### config.mk
export PLATFORM = sky130hd
export DESIGN_NAME = clk_sel_ctrl
export DESIGN_NICKNAME = d
export VERILOG_FILES = /design/src/rtl/clk_sel_pkg.sv /design/src/rtl/sync2.sv /design/src/rtl/clk_sel_ctrl.sv
export SDC_FILE = /design/constraint.sdc
export NUM_CORES = 1
export LEC_CHECK = 0
export BUFFER_PORTS_ARGS = -buffer_cell sky130_fd_sc_hd__buf_2
export CORE_MARGIN = 1
export CORE_UTILIZATION = 40
export CTS_BUF_LIST = sky130_fd_sc_hd__clkbuf_4 sky130_fd_sc_hd__clkbuf_8
export DETAILED_ROUTE_END_ITERATION = 6
export GPL_ROUTABILITY_DRIVEN = 0
export HOLD_SLACK_MARGIN = 0.1
export PLACE_DENSITY = 0.61
export SYNTH_ARGS = -nofsm -noshare
export SYNTH_HDL_FRONTEND = slang
export SYNTH_SLANG_ARGS = --single-unit
### constraint.sdc
create_clock -name clk -period 4.8 [get_ports clk]
set_input_delay 0.72 -clock clk [delete_from_list [all_inputs] [get_ports clk]]
set_output_delay 0.72 -clock clk [all_outputs]
set_load 0.005 [all_outputs]
### src/rtl/clk_sel_pkg.sv
// rtl/clk_sel_pkg.sv - shared types and constants for the clock select controller
package clk_sel_pkg;

  typedef enum logic [1:0] {
    IDLE   = 2'd0,
    SETTLE = 2'd1,
    DWELL  = 2'd2
  } state_t;

  localparam logic SEL_A = 1'b0;
  localparam logic SEL_B = 1'b1;

endpackage

### src/rtl/sync2.sv
// rtl/sync2.sv - two-flop synchroniser for an asynchronous status bit, resets to 0
module sync2 (
  input  logic clk,
  input  logic rstn,
  input  logic d,
  output logic q
);

  logic meta;

  // Two back-to-back flops; the first may go metastable, the second settles it.
  always_ff @(posedge clk or negedge rstn) begin
    if (!rstn) begin
      meta <= 1'b0;
      q    <= 1'b0;
    end else begin
      meta <= d;
      q    <= meta;
    end
  end

endmodule

### src/rtl/clk_sel_ctrl.sv
// rtl/clk_sel_ctrl.sv - request/settle/dwell controller that owns the clock switch select line
module clk_sel_ctrl
  import clk_sel_pkg::*;
#(
  parameter int SETTLE_CYC = 16,
  parameter int DWELL_CYC  = 64,
  parameter int CNT_W      = 8
) (
  input  logic clk,
  input  logic rstn,
  input  logic req_valid,
  input  logic req_sel,
  output logic req_ready,
  input  logic clk_ok_A,
  input  logic clk_ok_B,
  output logic sel,
  output logic busy,
  output logic done,
  output logic err,
  output logic clk_lost
);

  localparam logic [CNT_W-1:0] SETTLE_LD = CNT_W'(SETTLE_CYC - 1);
  localparam logic [CNT_W-1:0] DWELL_LD  = CNT_W'(DWELL_CYC - 1);

  state_t            state_q, state_d;
  logic [CNT_W-1:0]  cnt_q, cnt_d;
  logic              sel_q, sel_d;
  logic              done_q, done_d;
  logic              err_q, err_d;
  logic              ok_a_s, ok_b_s;
  logic              accept;
  logic              target_ok;

  sync2 u_sync_a (.clk(clk), .rstn(rstn), .d(clk_ok_A), .q(ok_a_s));
  sync2 u_sync_b (.clk(clk), .rstn(rstn), .d(clk_ok_B), .q(ok_b_s));

  assign req_ready = (state_q == IDLE);
  assign accept    = req_valid && req_ready;
  assign target_ok = (req_sel == SEL_B) ? ok_b_s : ok_a_s;

  // State, shared down-counter and registered outputs.
  always_ff @(posedge clk or negedge rstn) begin
    if (!rstn) begin
      state_q <= IDLE;
      cnt_q   <= '0;
      sel_q   <= SEL_A;
      done_q  <= 1'b0;
      err_q   <= 1'b0;
    end else begin
      state_q <= state_d;
      cnt_q   <= cnt_d;
      sel_q   <= sel_d;
      done_q  <= done_d;
      err_q   <= err_d;
    end
  end

  // Next-state: classify accepted requests, then count out settle and dwell windows.
  // The counter is only loaded on state entry and a zero count always leaves the state.
  always_comb begin
    state_d = state_q;
    cnt_d   = cnt_q;
    sel_d   = sel_q;
    done_d  = 1'b0;
    err_d   = 1'b0;
    case (state_q)
      IDLE: begin
        if (accept) begin
          if (req_sel == sel_q) begin
            done_d = 1'b1;
          end else if (!target_ok) begin
            err_d = 1'b1;
          end else begin
            sel_d   = req_sel;
            cnt_d   = SETTLE_LD;
            state_d = SETTLE;
          end
        end
      end
      SETTLE: begin
        if (cnt_q == '0) begin
          done_d  = 1'b1;
          cnt_d   = DWELL_LD;
          state_d = DWELL;
        end else begin
          cnt_d = cnt_q - 1'b1;
        end
      end
      DWELL: begin
        if (cnt_q == '0) begin
          state_d = IDLE;
        end else begin
          cnt_d = cnt_q - 1'b1;
        end
      end
      default: begin
        state_d = IDLE;
        cnt_d   = '0;
      end
    endcase
  end

  assign sel      = sel_q;
  assign done     = done_q;
  assign err      = err_q;
  assign busy     = (state_q == SETTLE) || (state_q == DWELL);
  assign clk_lost = sel_q ? ~ok_b_s : ~ok_a_s;

endmodule

# Yosys cells after proc, flatten, opt, wreduce, memory -nomap -nowiden
# Cells that the tools add are included.
# W data, S select, Z words.
# totals
out_inout_bits	6
romBits	0
ff_bits	17
mem_count	0
word_cells	51
latchBits	0
in_bits	6
ramBits	0
# op_classes
multipliers	0
div	0
eq_ne	9
mux	22
bitwise	3
reduce_logical	7
addsub	1
shifts	0
n_lt_le_gt_ge	0
# ops
cell	count
$mux W8	5
$pmux W8 S3	1
$mux W2	5
$mux W1	9
$logic_not A8 Y1	1
$ne A2 B2 Y1 const B	4
$reduce_and A4 Y1	2
$sub A8 B1 Y8 const B	1
$pmux W2 S3	1
$reduce_and A5 Y1	1
$ne A2 B1 Y1 const B	2
$not A1 Y1	3
$eq A2 B1 Y1 const B	1
$eq A2 B2 Y1 const B	1
$logic_not A2 Y1	1
$pmux W1 S2	1
$eq A1 B1 Y1	1
$logic_and A1 B1 Y1	1
$logic_or A1 B1 Y1	1

# Depth between registers and ports, before layout
# Gate-level depths: netlist (run 1).
# depth
word_depth	5
mapped_depth	7
depth_no_buf	6

# Hierarchy
# Synthesis (run 1) repeated with hierarchy kept, for this count alone.
# hier_totals
cells_unflattened	99
hier_area_um2	974.7
# modules_own_cells
mod	area_each_um2	cells_each	instances	seq_area_each_um2
clk_sel_ctrl	874.6	95	1	325.3
sync2	50.0	2	2	50.0

# Worst setup path after synthesis (run 1)
# Ideal clock, no wire load.
# synth_path
path_kind	input-to-reg
start	input req_sel
end	register cnt_q[0]
stages	5
required_ps	4675
n_path_buf	1
path_slack_ps	2868
arrival_ps	1807
setup_time_ps	125
cell_sequence	nand2b_1 o221a_2 or2_1 buf_6 mux2_4
# synth_between
elab_chain_cells	3
elab_cells_between_ends	5
classes_between	3 x eq/ne; 1 x mux; 1 x reduce/logical
# synth_rtl
item	line_no	rtl
start, declared	clk_sel_ctrl.sv:12	input logic req_sel,
$eq A1 B1 Y1 or $mux W1 (tied branches)	clk_sel_ctrl.sv:70, clk_sel_ctrl.sv:40	
$ne A2 B2 Y1 (no source line) or $ne A2 B1 Y1 (tied branches)	--	
$reduce_and A4 Y1 (no source line) *	--	
end signal, assigned	clk_sel_ctrl.sv:52	cnt_q <= cnt_d;
end, declared	clk_sel_ctrl.sv:27	logic [CNT_W-1:0] cnt_q, cnt_d;
# Every way passes the cells marked *; elsewhere a longest branch is shown, timed or not.
# A chain may end at the register's enable or synchronous reset.

# Final worst setup path (run 1)
# layout_path
start	register cnt_q[0]
end	register cnt_q[0]
# layout_between
elab_chain_cells	3
elab_cells_between_ends	7
classes_between	1 x add/sub; 1 x eq/ne; 3 x mux; 2 x reduce/logical
# layout_rtl
item	line_no	rtl
$sub A8 B1 Y8 or $logic_not A8 Y1 (tied branches)	--	
$mux W8 (tied with other cells)	clk_sel_ctrl.sv:91	if (cnt_q == '0) begin
$pmux W8 S3 or $reduce_and A4 Y1 (tied branches)	--	
# Several ways; a longest one is shown, not always the timed one. The select of a mux whose other input is x is not followed.

==> results.toml, run 1 <==
[clock_tree]
post-cts-setup-buffers = 0
cts_hold_buf = 0
cts_buffer_depth = 2
cts_inserted_buffers = 3
post_cts_resized = 0
cts_tree = "done"
cts.sinks = 17
root_buffer = "clkbuf_4"
clkTransAtPathRegs_ns = 0.10
cts_max_level = 1
clk_latency_ns = 0.30

[die]
die_h_um = 51.3
rows = 17
ios = 12
die_area_sq_um = 2630
start_util_pct = 43.1
coreArea_sq_um = 2250
fp.dieW_um = 51.3

[synthesis]
synth_warnings = 0
synth_seq_cells = 17
synth_fp_nets = 110
synthCells = 98
syn_area_sq_um = 972
seq_area_frac_synth_pct = 43.8
synth-compound-area-share_pct = 19.2
async_reset_ff_share_pct = 100
yosys-mux-area-fraction_pct = 5.28
synthAdderAreaFrac_pct = 7.72
synth_top_family_by_area = "simple AND/OR/NAND/NOR gates"
yosys.area_share.simple_pct = 20.2
yosys.cell_types.count = 35
synth_edf_count = 0
synth_xor_area_share_pct = 0
synth_flop_cell = "dfrtp_1"
syn-mean-instance-area_sq_um = 9.92

[worst_setup_path]
cp_data_arrival_time_ns = 2.42
startpoint_type = "register"
cp.required_ns = 4.98
critical_path_buf_inv_count = 1
cpLargestDelayFamily = "simple AND/OR/NAND/NOR gates"
path_cells = "inv_1, ha_1, nor4b_4, and3_4, or2_1, mux2_4"
critPathMaxStageDelay_ns = 0.49
worst_path_max_delay_cell = "nor4b_4"
setup.worst_path.end_class = "register"
path_class = "reg2reg"
crit_fanout = 9

[cells_and_area]
diodes = 0
syn_to_final_growth_pct = 10.4
drive_above_1_share_pct = 20.9
nFillCells = 227
nNetsFinal = 123

[route]
wl_um = 1990
dr.pass1.iters = 4
dr_total_vias = 778
drc = 0
wl_per_cell_um = 14.4
vias_per_cell = 5.64
drt_iter0_markers = 23
route.antenna.remaining_nets = 0

[timing]
hold_ws_ns = 0.325
hold_viol_final = 0
worst_slew_margin_rel_pct = 58.1
finalSetupViolations = 0
tightestPinTransition_ns = 0.624
slew_violations = 0
timing.fmax_mhz = 448
rsz0062_at_grt = "no"
min_period_over_period_pct = 46.5
fin_crit_ns = 2.23
fin_setup_tns_ns = 0
fin_skew_ns = 0.00821

[run]
maxCapViolations = 0

[global_routing]
grt_usage_pct = 17.3
antenna_found_initial = 0
grt_pass1_wl_um = 3240
grt_max_degree = 18
grt_overflow = 0
grt_pass1_vias = 719

[placement]
numPortBuffers = 11
dpl.hpwl_um = 1440

[power]
p_int_uw = 372
cellLeakagePower_uw = 0.000479
combPwrFrac_pct = 51.9
power_uw = 651
p_sw_share_pct = 42.8
powerDensity_nw_per_um2 = 606
p_sw_uw = 278
ir_drop_mv = 0.368
clockPowerShare_pct = 12.8
seq_power_share_pct = 35.3

[outcome]
outcome = "completed"

[min_path]
hold_class = "in2async"
## layer usage
metal  vias up  global-route usage (%)  part of all wire [%]
met4         0                    6.76                   1.1
met5         -                       0                     0
li1        380                       -                     -
met3         4                    6.25                   4.0
met1       376                    21.4                    49
met2        18                    27.4                    46
## final timing paths
path | startpoint | to | cells after the start | slack [ns]
hold reg to reg | u_sync_a.meta$_DFF_PN0_ | u_sync_a.q$_DFF_PN0_ | 0 | 0.36
min in group clk | u_sync_a.meta$_DFF_PN0_ | u_sync_a.q$_DFF_PN0_ | 0 | 0.36
setup reg to reg | cnt_q[0]$_DFFE_PN0P_ | cnt_q[0]$_DFFE_PN0P_ | 6 | 2.57
max in group asynchronous | rstn | cnt_q[4]$_DFFE_PN0P_ | 1 | 4.20
setup / recovery | cnt_q[0]$_DFFE_PN0P_ | cnt_q[0]$_DFFE_PN0P_ | 6 | 2.57
hold / removal | rstn | sel$_DFFE_PN0P_ | 1 | 0.32
## flip-flops by register name, summed over array words and instances, names as in the netlist
signal	flops
cnt_q	8
done	1
err	1
sel	1
state_q	2
u_sync_a.meta	1
u_sync_a.q	1
u_sync_b.meta	1
u_sync_b.q	1
## power by group through the flow
stage                     Sequential [uW]  Combinational [uW]  Clock [uW]
after global routing                  237                 374        92.8
after detailed placement              232                 336           0
after floorplan                       221                 272           0
after CTS                             229                 338        87.3
after global placement                230                 328           0
final                                 229                 338        83.3
## logic make-up (layout without fill, tap and decap cells)
| group | count (synthesis) | count (layout) |
|---|---|---|
| buf+inv | 8 | 20 |
| flops | 17 | 17 |
| fa+ha+maj | 6 | 6 |
| mux | 4 | 4 |
| simple gates | 34 | 34 |
| compound gates | 29 | 29 |
## cells in the mapped netlist (2+ instances only)
cell type / number / share of area (%)
a21oi_1: 7 / 3.6
o31ai_1: 3 / 2.3
nand2_1: 6 / 2.3
ha_1: 6 / 7.7
nor3_1: 4 / 2.1
a211oi_1: 3 / 2.3
a31oi_1: 3 / 1.9
nor2_1: 9 / 3.5
mux2_4: 2 / 3.1
dfrtp_1: 17 / 44
o21ai_0: 7 / 3.6
clkbuf_1: 2 / 0.77
nand4_1: 2 / 1.3
inv_1: 5 / 1.9
nand2b_1: 2 / 1.3
## worst register-to-register path, delay by kind of cell (launching register included)
kind	cells	cell delay (ns)
buffers and inverters	1	0.09
AND/OR/NAND/NOR	3	1.06
adder cells (fa/ha/maj)	1	0.23
multiplexers	1	0.33
flip-flops	1	0.43
## metrics by stage
stage                     utilization, %  cell area (sq um)  std cells  setup WS [ns]
final                               47.6               1070        138           2.57
after CTS                           47.6               1070        138           2.60
after global placement              46.3               1040        134           2.65
after detailed placement            46.3               1040        134           2.61
after floorplan                        -                972         98           2.87
after global routing                47.6               1070        138           2.48
## layout by cell type (no fill, tap or decap), types with 4 or more instances in the layout
cell,count
o21ai_0,7
buf_2,11
ha_1,6
clkbuf_4,4
nor2_1,9
dfrtp_1,17
a21oi_1,7
inv_1,5
nor3_1,4
nand2_1,6
## layout make-up
| type | count | area [sq um] | area share, % |
|---|---|---|---|
| repair buffers | 11 | 55.1 | 5.13 |
| clock buffers | 4 | 30.0 | 2.80 |
| flip-flops and latches | 17 | 425 | 39.6 |
| multi-input cells | 73 | 509 | 47.4 |
| inverters | 5 | 18.8 | 1.75 |
| well taps | 28 | 35.0 | 3.26 |
Note: power is estimated with default switching activity, not from simulation.
==> run 2, diff against run 1 <==
Settings changed: ABC_AREA set to 1, PLACE_DENSITY 0.61 to 0.62.
Clock period 4.8 ns to 1.8 ns, I/O delays scaled along.
==> run 2 against run 1 <==
Combinational power down 92%; power down 1.6%; count of clock-buffer cells in the layout stayed put.
==> results.toml, run 2 <==
[clock_tree]
cts_tree = "done"
cts_inserted_buffers = 3
clkTransAtPathRegs_ns = 0.10
root_buffer = "clkbuf_4"
cts_max_level = 1
cts_buffer_depth = 2
post-cts-setup-buffers = 0
cts.sinks = 17
post_cts_resized = 0
clk_latency_ns = 0.30
cts_hold_buf = 3

[timing]
timing.fmax_mhz = 650
finalSetupViolations = 0
fin_setup_tns_ns = 0
worst_slew_margin_rel_pct = 73.5
min_period_over_period_pct = 85.5
tightestPinTransition_ns = 0.398
fin_crit_ns = 1.54
rsz0062_at_grt = "no"
fin_skew_ns = 0.0106
hold_viol_final = 0
slew_violations = 0

[worst_setup_path]
path_class = "reg2reg"
cp_data_arrival_time_ns = 1.73
path_cells = "inv_1, ha_1, nand2_2, nor2_4, nand3_4, nand2_4, nor2_4, nand2_1, nand2_1"
cp.required_ns = 1.99
crit_fanout = 10
setup.worst_path.end_class = "register"
startpoint_type = "register"
critPathMaxStageDelay_ns = 0.40
worst_path_max_delay_cell = "dfrtp_1"
cpLargestDelayFamily = "simple AND/OR/NAND/NOR gates"
critical_path_buf_inv_count = 1

[route]
vias_per_cell = 4.57
drc = 0
dr.pass1.iters = 4
wl_um = 1990
dr_total_vias = 855
drt_iter0_markers = 14
route.antenna.remaining_nets = 0
wl_per_cell_um = 10.6

[cells_and_area]
nFillCells = 262
largest_register = "cnt_q"
drive_above_1_share_pct = 19.7
largest_reg_flops = 8
diodes = 0
final_common_cell = "nand2_1"
nNetsFinal = 170
reg.largest.list = "cnt_q x8, state_q x2"
final_area_sq_um = 1200
final_cell_mix = "nand2_1 (51), inv_1 (20), dfrtp_1 (17)"
syn_to_final_growth_pct = 14.6

[die]
start_util_pct = 42.1
rows = 18
fp.dieW_um = 53.1
coreArea_sq_um = 2480
ios = 12
die_area_sq_um = 2820
die_h_um = 53.1

[power]
powerDensity_nw_per_um2 = 535
ir_drop_mv = 0.375
cellLeakagePower_uw = 0.000651

[synthesis]
netlist.area_leader.share_pct = 40.8
synthTopCellsByArea = "dfrtp_1 (41%), nand2_1 (18%), ha_1 (7.2%), inv_1 (7.2%), nor2_1 (4.0%)"
synth_top_family_by_area = "simple AND/OR/NAND/NOR gates"
yosys.cell_types.count = 20
async_reset_ff_share_pct = 100
synth_fp_nets = 151
seq_area_frac_synth_pct = 40.8
synth_xor_area_share_pct = 0.839
yosysTopAreaCell = "dfrtp_1"
ys_top_cells_by_count = "nand2_1 (51), inv_1 (20), dfrtp_1 (17)"
synth_flop_cell = "dfrtp_1"
synth.most_common_cell = "nand2_1"
synth_seq_cells = 17
yosys.area_share.simple_pct = 37.3
synth_warnings = 0
synth-compound-area-share_pct = 4.80
syn_area_sq_um = 1040
synth_edf_count = 0
syn-mean-instance-area_sq_um = 7.51
synthCells = 139
synthAdderAreaFrac_pct = 7.19
yosys-mux-area-fraction_pct = 0.959

[placement]
numPortBuffers = 11
postPlaceCellArea_sq_um = 1140
dpl.hpwl_um = 1570

[global_routing]
antenna_found_initial = 0
grt_usage_pct = 17.8
grt_max_degree = 18
grt_pass1_vias = 828
grt_pass1_wl_um = 3500
grt_overflow = 0

[min_path]
hold_class = "in2reg"

[run]
maxCapViolations = 0

[outcome]
outcome = "completed"
[run 2: cell types whose count changed after synthesis, sizes merged, moves of 3 or more]
cell	before	now
a211oi	3	0
a21oi	7	1
mux2	3	0
o31ai	3	0
nor3	4	0
nor2	9	16
inv	5	22
nand3	1	10
nand2	6	57
a31oi	3	0
[run 2: cells by family after synthesis]
group | after synthesis
multiplexers | 1
adder cells (fa/ha/maj) | 6
AND/OR/NAND/NOR | 83
AO/OA/AOI/OAI | 9
flip-flops | 17
XOR/XNOR | 1
buffers and inverters | 22
[run 2: layer usage]
metal  track usage, %  up-vias  share of wire [%]
li1                 -      461                  -
met1             20.4      377                 48
met2             30.4       12                 46
met3             5.17        5                3.7
met4             7.89        0                1.9
met5                0        -                  0
[run 2: final timing paths]
path / end / slack (ns) / startpoint / cells past startpoint
setup / recovery: cnt_q[0]$_DFFE_PN0P_ / 0.26 / cnt_q[0]$_DFFE_PN0P_ / 9
hold / removal: err$_DFF_PN0_ / 0.26 / req_valid / 3
setup reg to reg: cnt_q[0]$_DFFE_PN0P_ / 0.26 / cnt_q[0]$_DFFE_PN0P_ / 9
hold reg to reg: u_sync_a.q$_DFF_PN0_ / 0.36 / u_sync_a.meta$_DFF_PN0_ / 0
max in group asynchronous: state_q[0]$_DFFE_PN0P_ / 1.09 / rstn / 2
min in group asynchronous: err$_DFF_PN0_ / 0.41 / rstn / 2
[run 2: through the flow]
stage / hold WS, ns / setup slack [ns] / instances / total power (uW) / util, %
floorplan: -0.0256 / 0.422 / 139 / 403 / -
global placement: 0.216 / 0.331 / 180 / 419 / 45.9
detailed placement: 0.222 / 0.261 / 180 / 420 / 45.9
CTS: 0.255 / 0.241 / 187 / 650 / 48.3
global route: 0.273 / 0.112 / 187 / 668 / 48.3
finish: 0.260 / 0.261 / 187 / 640 / 48.3
[run 2: cell type report]
cell class	count	area, sq um	area share [%]
tap	30	37.5	3.14
timing repair buffer	14	85.1	7.11
inverter	22	85.1	7.11
clock buffer	4	30.0	2.51
multi-input combinational	100	533	44.6
sequential	17	425	35.6
[run 2: report_power, final]
| group | switching, uW | total, uW | internal [uW] |
|---|---|---|---|
| Combinational | 16.4 | 28.5 | 12.1 |
| Clock | 122 | 224 | 102 |
| Sequential | 1.54 | 388 | 386 |
| Total | 140 | 640 | 500 |
[run 2: worst reg2reg max path, cell delays in order (launching register included)]
cell,delay [ns]
dfrtp_1,0.40
inv_1,0.09
ha_1,0.26
nand2_2,0.10
nor2_4,0.16
nand3_4,0.10
nand2_4,0.15
nor2_4,0.06
nand2_1,0.07
nand2_1,0.05
